$ cat src/rtl/multi_digit_7sd_counter.sv
// Multi-digit hex/BCD up/down counter with IDLE/AUTO/STEP/LOAD modes and registered 7-segment outputs.
// Optional build macro LEADING_ZERO_BLANK_EN blanks leading zero digits (digit 0 always shown).
module multi_digit_7sd_counter #(
    parameter int unsigned NUM_DIGITS = 2,
    parameter int unsigned TICK_DIV   = 25000000
) (
    input  logic                    i_Clk,
    input  logic                    i_Reset,
    input  logic [1:0]              i_Mode,
    input  logic                    i_Step,
    input  logic                    i_Up_Down,
    input  logic                    i_Decimal,
    input  logic [4*NUM_DIGITS-1:0] i_Load_Value,
    output logic [4*NUM_DIGITS-1:0] o_Count,
    output logic [7*NUM_DIGITS-1:0] o_Segments,
    output logic                    o_Wrap
);

    localparam int unsigned CW = 4 * NUM_DIGITS;
    localparam int unsigned SW = 7 * NUM_DIGITS;
    localparam int unsigned TW = $clog2(TICK_DIV);

    typedef enum logic [1:0] {
        S_IDLE = 2'd0,
        S_AUTO = 2'd1,
        S_STEP = 2'd2,
        S_LOAD = 2'd3
    } state_t;

    state_t          state_q, state_d;
    logic [TW-1:0]   tick_q, tick_d;
    logic            step_hist_q, step_hist_d;
    logic            step_pend_q, step_pend_d;
    logic            dec_q, dec_d;
    logic [CW-1:0]   count_q, count_d;
    logic            wrap_q, wrap_d;
    logic [SW-1:0]   seg_q, seg_d;

    logic            mode_change;
    logic            tick_wrap;
    logic            do_inc;
    logic            carry_out;
    logic [CW-1:0]   count_next;

    // Active-low glyph, bit 0 = segment A ... bit 6 = segment G.
    function automatic logic [6:0] glyph(input logic [3:0] d);
        logic [6:0] on;
        case (d)
            4'h0: on = 7'h3F;
            4'h1: on = 7'h06;
            4'h2: on = 7'h5B;
            4'h3: on = 7'h4F;
            4'h4: on = 7'h66;
            4'h5: on = 7'h6D;
            4'h6: on = 7'h7D;
            4'h7: on = 7'h07;
            4'h8: on = 7'h7F;
            4'h9: on = 7'h6F;
            4'hA: on = 7'h77;
            4'hB: on = 7'h7C;
            4'hC: on = 7'h39;
            4'hD: on = 7'h5E;
            4'hE: on = 7'h79;
            default: on = 7'h71;
        endcase
        return ~on;
    endfunction

    function automatic logic [SW-1:0] decode_all(input logic [CW-1:0] c);
        logic [SW-1:0] s;
`ifdef LEADING_ZERO_BLANK_EN
        logic lead;
        lead = 1'b1;
`endif
        s = '1;
        for (int k = NUM_DIGITS - 1; k >= 0; k--) begin
            s[7*k +: 7] = glyph(c[4*k +: 4]);
`ifdef LEADING_ZERO_BLANK_EN
            if (lead && (k != 0) && (c[4*k +: 4] == 4'd0)) s[7*k +: 7] = 7'h7F;
            if (c[4*k +: 4] != 4'd0) lead = 1'b0;
`endif
        end
        return s;
    endfunction

    // Ripple one unit through the digits; MSB of the result is the wrap carry/borrow.
    function automatic logic [CW:0] bump(input logic [CW-1:0] c, input logic up, input logic bcd);
        logic [CW-1:0] r;
        logic          carry;
        logic [3:0]    d;
        logic [3:0]    mx;
        mx    = bcd ? 4'd9 : 4'd15;
        carry = 1'b1;
        r     = c;
        for (int k = 0; k < NUM_DIGITS; k++) begin
            d = c[4*k +: 4];
            if (carry) begin
                if (up) begin
                    if (d == mx) d = 4'd0;
                    else begin d = d + 4'd1; carry = 1'b0; end
                end else begin
                    if (d == 4'd0) d = mx;
                    else begin d = d - 4'd1; carry = 1'b0; end
                end
            end
            r[4*k +: 4] = d;
        end
        return {carry, r};
    endfunction

    function automatic logic [CW-1:0] clamp_load(input logic [CW-1:0] v, input logic bcd);
        logic [CW-1:0] r;
        r = v;
        for (int k = 0; k < NUM_DIGITS; k++) begin
            if (bcd && (v[4*k +: 4] > 4'd9)) r[4*k +: 4] = 4'd9;
        end
        return r;
    endfunction

    always_comb begin
        state_d     = S_IDLE;
        step_hist_d = i_Step;
        dec_d       = i_Decimal;
        tick_d      = '0;
        tick_wrap   = 1'b0;
        count_d     = count_q;
        wrap_d      = 1'b0;

        case (i_Mode)
            2'b00:   state_d = S_IDLE;
            2'b01:   state_d = S_AUTO;
            2'b10:   state_d = S_STEP;
            default: state_d = S_LOAD;
        endcase
        mode_change = (state_d != state_q);

        // Edges seen outside STEP never become pending.
        step_pend_d = i_Step & ~step_hist_q & (state_q == S_STEP);

        if ((state_q == S_AUTO) && !mode_change) begin
            if (tick_q == TW'(TICK_DIV - 1)) tick_wrap = 1'b1;
            else                             tick_d    = tick_q + TW'(1);
        end

        do_inc = !mode_change && (tick_wrap || ((state_q == S_STEP) && step_pend_q));
        {carry_out, count_next} = bump(count_q, i_Up_Down, i_Decimal);

        if (i_Decimal != dec_q) begin
            count_d = '0;
        end else if (state_q == S_LOAD) begin
            count_d = clamp_load(i_Load_Value, i_Decimal);
        end else if (do_inc) begin
            count_d = count_next;
            wrap_d  = carry_out;
        end

        seg_d = decode_all(count_q);
    end

    always_ff @(posedge i_Clk) begin
        if (i_Reset) begin
            state_q     <= S_IDLE;
            tick_q      <= '0;
            step_hist_q <= 1'b0;
            step_pend_q <= 1'b0;
            dec_q       <= i_Decimal;
            count_q     <= '0;
            wrap_q      <= 1'b0;
            seg_q       <= '1;
        end else begin
            state_q     <= state_d;
            tick_q      <= tick_d;
            step_hist_q <= step_hist_d;
            step_pend_q <= step_pend_d;
            dec_q       <= dec_d;
            count_q     <= count_d;
            wrap_q      <= wrap_d;
            seg_q       <= seg_d;
        end
    end

    assign o_Count    = count_q;
    assign o_Segments = seg_q;
    assign o_Wrap     = wrap_q;

endmodule

$ cat config.mk
export PLATFORM = sky130hd
export DESIGN_NAME = multi_digit_7sd_counter
export DESIGN_NICKNAME = d
export VERILOG_FILES = /design/src/rtl/multi_digit_7sd_counter.sv
export SDC_FILE = /design/constraint.sdc
export NUM_CORES = 1
export LEC_CHECK = 0
export CORE_ASPECT_RATIO = 0.9
export CORE_MARGIN = 2
export CORE_UTILIZATION = 40
export CTS_BUF_LIST = sky130_fd_sc_hd__clkbuf_2 sky130_fd_sc_hd__clkbuf_4 sky130_fd_sc_hd__clkbuf_8
export DETAILED_ROUTE_END_ITERATION = 8
export PLACE_DENSITY = 0.59
export REMOVE_ABC_BUFFERS = 1
export SLEW_MARGIN = 20
export SYNTH_ARGS = -nofsm -noshare
export SYNTH_HDL_FRONTEND = slang
export SYNTH_SLANG_ARGS = --single-unit
$ cat constraint.sdc
create_clock -name i_Clk -period 3.06 [get_ports i_Clk]
set_input_delay 0.459 -clock i_Clk [delete_from_list [all_inputs] [get_ports i_Clk]]
set_output_delay 0.459 -clock i_Clk [all_outputs]
set_load 0.03 [all_outputs]
# Yosys cells after proc, flatten, opt, wreduce, memory -nomap -nowiden
# Memory sizes are Yosys's and may differ from the RTL's. A register that Yosys moved wholly into a read port is not among the register bits.
# Index checks and enable logic that the tools add are counted.
# classes
bitwise	8
n_div	0
addsub	5
eq_ne	10
n_shift	0
reduce_logical	16
n_lt_le_gt_ge	2
mux	25
n_mul	0
# ops
op	count
$mux W4	13
$add A25 B1 Y25 const B	1
$eq A25 B25 Y1 const B	1
$mux W8	2
$not A7 Y7	2
$add A4 B1 Y4 const B	2
$eq A4 B4 Y1	2
$gt A4 B4 Y1 const B	2
$logic_not A4 Y1	2
$mux W1	8
$sub A4 B1 Y4 const B	2
$eq A2 B2 Y1 const B	3
$pmux W2 S3	1
$logic_and A1 B1 Y1	5
$reduce_or A5 Y1	1
$eq A2 B1 Y1 const B	2
$not A1 Y1	4
$reduce_bool A2 Y1	2
$mux W3	1
$reduce_or A3 Y1	1
$and A1 B1 Y1	2
$logic_not A2 Y1	1
$ne A2 B2 Y1	1
$reduce_and A2 Y1	1
other kinds (4)	4
# word_totals
reg_bits	53
ramBits	0
n_memories	2
out_inout_bits	23
input_bits	15
latchBits	0
romBits	224
# mem_list
name	words	word_bits	read_ports	rd_clocked_by_memory_dff	wr	line_no	source
(no name shown)	16	7	1	1	0	48	case (d)
(no name shown)	16	7	1	1	0	48	

# Longest topological paths before layout
# Gate-level depths: netlist (run 1).
# logic_depth
ltp_word	12
depth_mapped	13

# Worst setup path after synthesis (run 1)
# Ideal clock, no wire load.
# synth_path
path_type	reg2reg
from	reg count_q[0], in the netlist o_Count[0]
to	reg with a tool-made name
t_required_ps	2929
t_arrival_ps	2876
setup_ps	131
stages_incl_launch_ff	14
period_less_slack_ps	3006
n_path_buf	0
setup_slack_ps	54
cell_sequence	dfxtp_1 inv_1 ha_1 nor4b_1 nand2_1 or4bb_1 a21oi_1 nand3_1 a21oi_1 inv_1 ha_1 mux2_4 o22ai_2 nand2_1
# synth_rtl
element	line_no	source
start, declared	35	logic [CW-1:0] count_q, count_d;
start signal, assigned	176	count_q <= count_d;

==> results.json, run 1 <==
{
  "dp_hpwl_um": 5550,
  "tns_ns": 0,
  "syn_area_per_cell_um2": 8.96,
  "clock_latency_ns": 0.33,
  "viasPerCell": 5.13,
  "synth_cell_types": 62,
  "drt_iter0_drc": 138,
  "powerDensity_nw_per_um2": 441,
  "ctsHtreeMaxLevel": 3,
  "final_common_cell": "dfxtp_1",
  "clk_pin_slew_ns": 0.07,
  "design.die.area_um2": 9150,
  "rsz0062_at_grt": "false",
  "worstPathMaxFanout": 4,
  "gp_routability_congestion": 0.888,
  "nets": 477,
  "die_h_um": 90.9,
  "core_um2": 8110,
  "port_buffers": 37,
  "synthToLayoutAreaGrowth_pct": 27.4,
  "outcome": "finished, final reports clean",
  "num_antenna_cells": 0,
  "wirelength_um": 7410,
  "initial_utilization": 0.414,
  "cts-resized-gates": 0,
  "hold_viol_final": 0,
  "ir_drop_mv": 0.234,
  "p_total_mw": 1.89,
  "slew_headroom": 0.467,
  "cts_sinks": 67,
  "final_cell_mix": "66 x dfxtp_1, 45 x nor2_1, 37 x clkdlybuf4s50_1",
  "synth_edf_count": 0,
  "period_share": 0.940,
  "synth_area_um2": 3360,
  "clockBufferDepth": 2,
  "grt_max_degree": 25,
  "crit_type": "input port to flop",
  "slew_violations": 0,
  "cp-start-kind": "input port",
  "holdBufCountCts": 0,
  "detail-route-antenna-nets": 0,
  "num_vias": 2808,
  "first_global_vias": 2660,
  "drtPass1Iterations": 4,
  "synth-seq-area-share": 0.399,
  "cp.required_ns": 3.29,
  "critPathCaptureType": "flop",
  "ys.warnings.count": 0,
  "clock-root-buffer": "clkbuf_8",
  "grt_usage": 0.170,
  "chipWidth_um": 101,
  "cap_violations": 0,
  "cts_setup_buffers": 0,
  "fin_skew_ns": 0.00518,
  "synth.ff_latch_count": 67,
  "synth_flop_cell": "dfxtp_1",
  "async_flop_share": 0,
  "rows": 31,
  "cellLeakagePower_nw": 1.62,
  "arrival_ns": 3.11,
  "tightest_slew_ns": 0.797,
  "ioPinCount": 38,
  "avgRoutedWirePerCell_um": 13.6,
  "fmax_mhz": 348,
  "synthCells": 375,
  "timing.hold.ws_ns": 0.376,
  "antenna_found_initial": 0,
  "grt_overflow": 0,
  "drive_above_1_share": 0.163,
  "fin_crit_ns": 2.88,
  "cts_tree": "yes",
  "fill_cells": 773,
  "hp-class": "flop to flop",
  "dp_cells": 531,
  "finalSetupViolCount": 0,
  "cts_buffers": 9,
  "drcViolationCount": 0,
  "grt_pass1_wl_um": 12500,
  "fin_cells": 547
}
-- metal layers --
layer	vias up	global-route usage	share of wire
li1	1445	-	-
met1	1312	0.242	0.52
met2	43	0.252	0.44
met3	8	0.0387	0.031
met4	0	0.0537	0.0082
met5	-	0	0
-- per-stage QoR --
step / area, µm² / worst slack (ns) / utilization
4_1_cts: 4260 / 0.156 / 0.526
5_1_grt: 4280 / 0.00178 / 0.528
3_5_place_dp: 4040 / -0.206 / 0.499
6_report: 4280 / 0.183 / 0.528
3_3_place_gp: 4040 / -0.156 / 0.499
2_1_floorplan: 3290 / 0.0520 / -
-- path summary, 6_finish.rpt --
check	from	end	slack, ns	cells past startpoint
setup reg to reg	tick_q[12]$_SDFF_PP0_	flop	0.20	10
setup / recovery	i_Mode[0]	flop	0.18	12
hold / removal	flop	o_Segments[2]$_SDFF_PP1_	0.38	1
hold reg to reg	flop	o_Segments[2]$_SDFF_PP1_	0.38	1
-- cells by family after synthesis --
| kind of cell | synth area share |
|---|---|
| adder cells (fa/ha/maj) | 0.0708 |
| flip-flops | 0.399 |
| buffers and inverters | 0.0406 |
| AND/OR/NAND/NOR | 0.257 |
| multiplexers | 0.0369 |
| XOR/XNOR | 0.0626 |
| AO/OA/AOI/OAI | 0.133 |
-- report_power, final --
part / switching, mW / internal [mW] / total, mW
clock: 0.335 / 0.469 / 0.804
combinational: 0.0958 / 0.0877 / 0.183
sequential: 0.00858 / 0.892 / 0.901
-- final cells by class --
class                   count  area [µm²]  share of cell area
multi-input cells         276        1890               0.443
flip-flops and latches     67        1340               0.314
well taps                  99         124              0.0289
inverters                  17        63.8              0.0149
clock inverters             6        90.1              0.0211
clock buffers              10         131              0.0307
repair buffers             72         633               0.148
-- worst max-delay path, stage by stage --
cell	delay, ns
clkdlybuf4s50_1	0.45
and3b_2	0.27
o2bb2ai_1	0.15
or4bb_1	0.52
a21oi_1	0.15
nand3_1	0.13
a21oi_2	0.16
inv_1	0.11
ha_1	0.28
mux2_4	0.26
o22ai_2	0.10
nand2_1	0.06
-- synth_stat cells, types with 4 or more instances --
library cell   n  area, µm²
inv_1         17       63.8
nand4_1        6       37.5
xor2_1        13        114
nor2b_1        8       50.1
nand3b_1       4       30.0
ha_1          19        238
mux2i_1        6       60.1
o21ai_0        6       30.0
a21oi_1       12       60.1
or3_1          4       25.0
buf_2          4       20.0
and3_1        10       62.6
clkbuf_1       9       33.8
nand3_1       16       80.1
o21ai_1        8       40.0
dfxtp_1       67       1340
nand2b_1      20        125
nand2_1       24       90.1
nor2_1        45        169
xnor2_1       11       96.3
No activity file was read; power rests on OpenSTA's default activity.
==> run 2: changes to the inputs <==
Settings changed: CAP_MARGIN set to 15.
==> results of run 2 <==
Same layout as run 1: the final DEF is identical, and so are final timing and power.
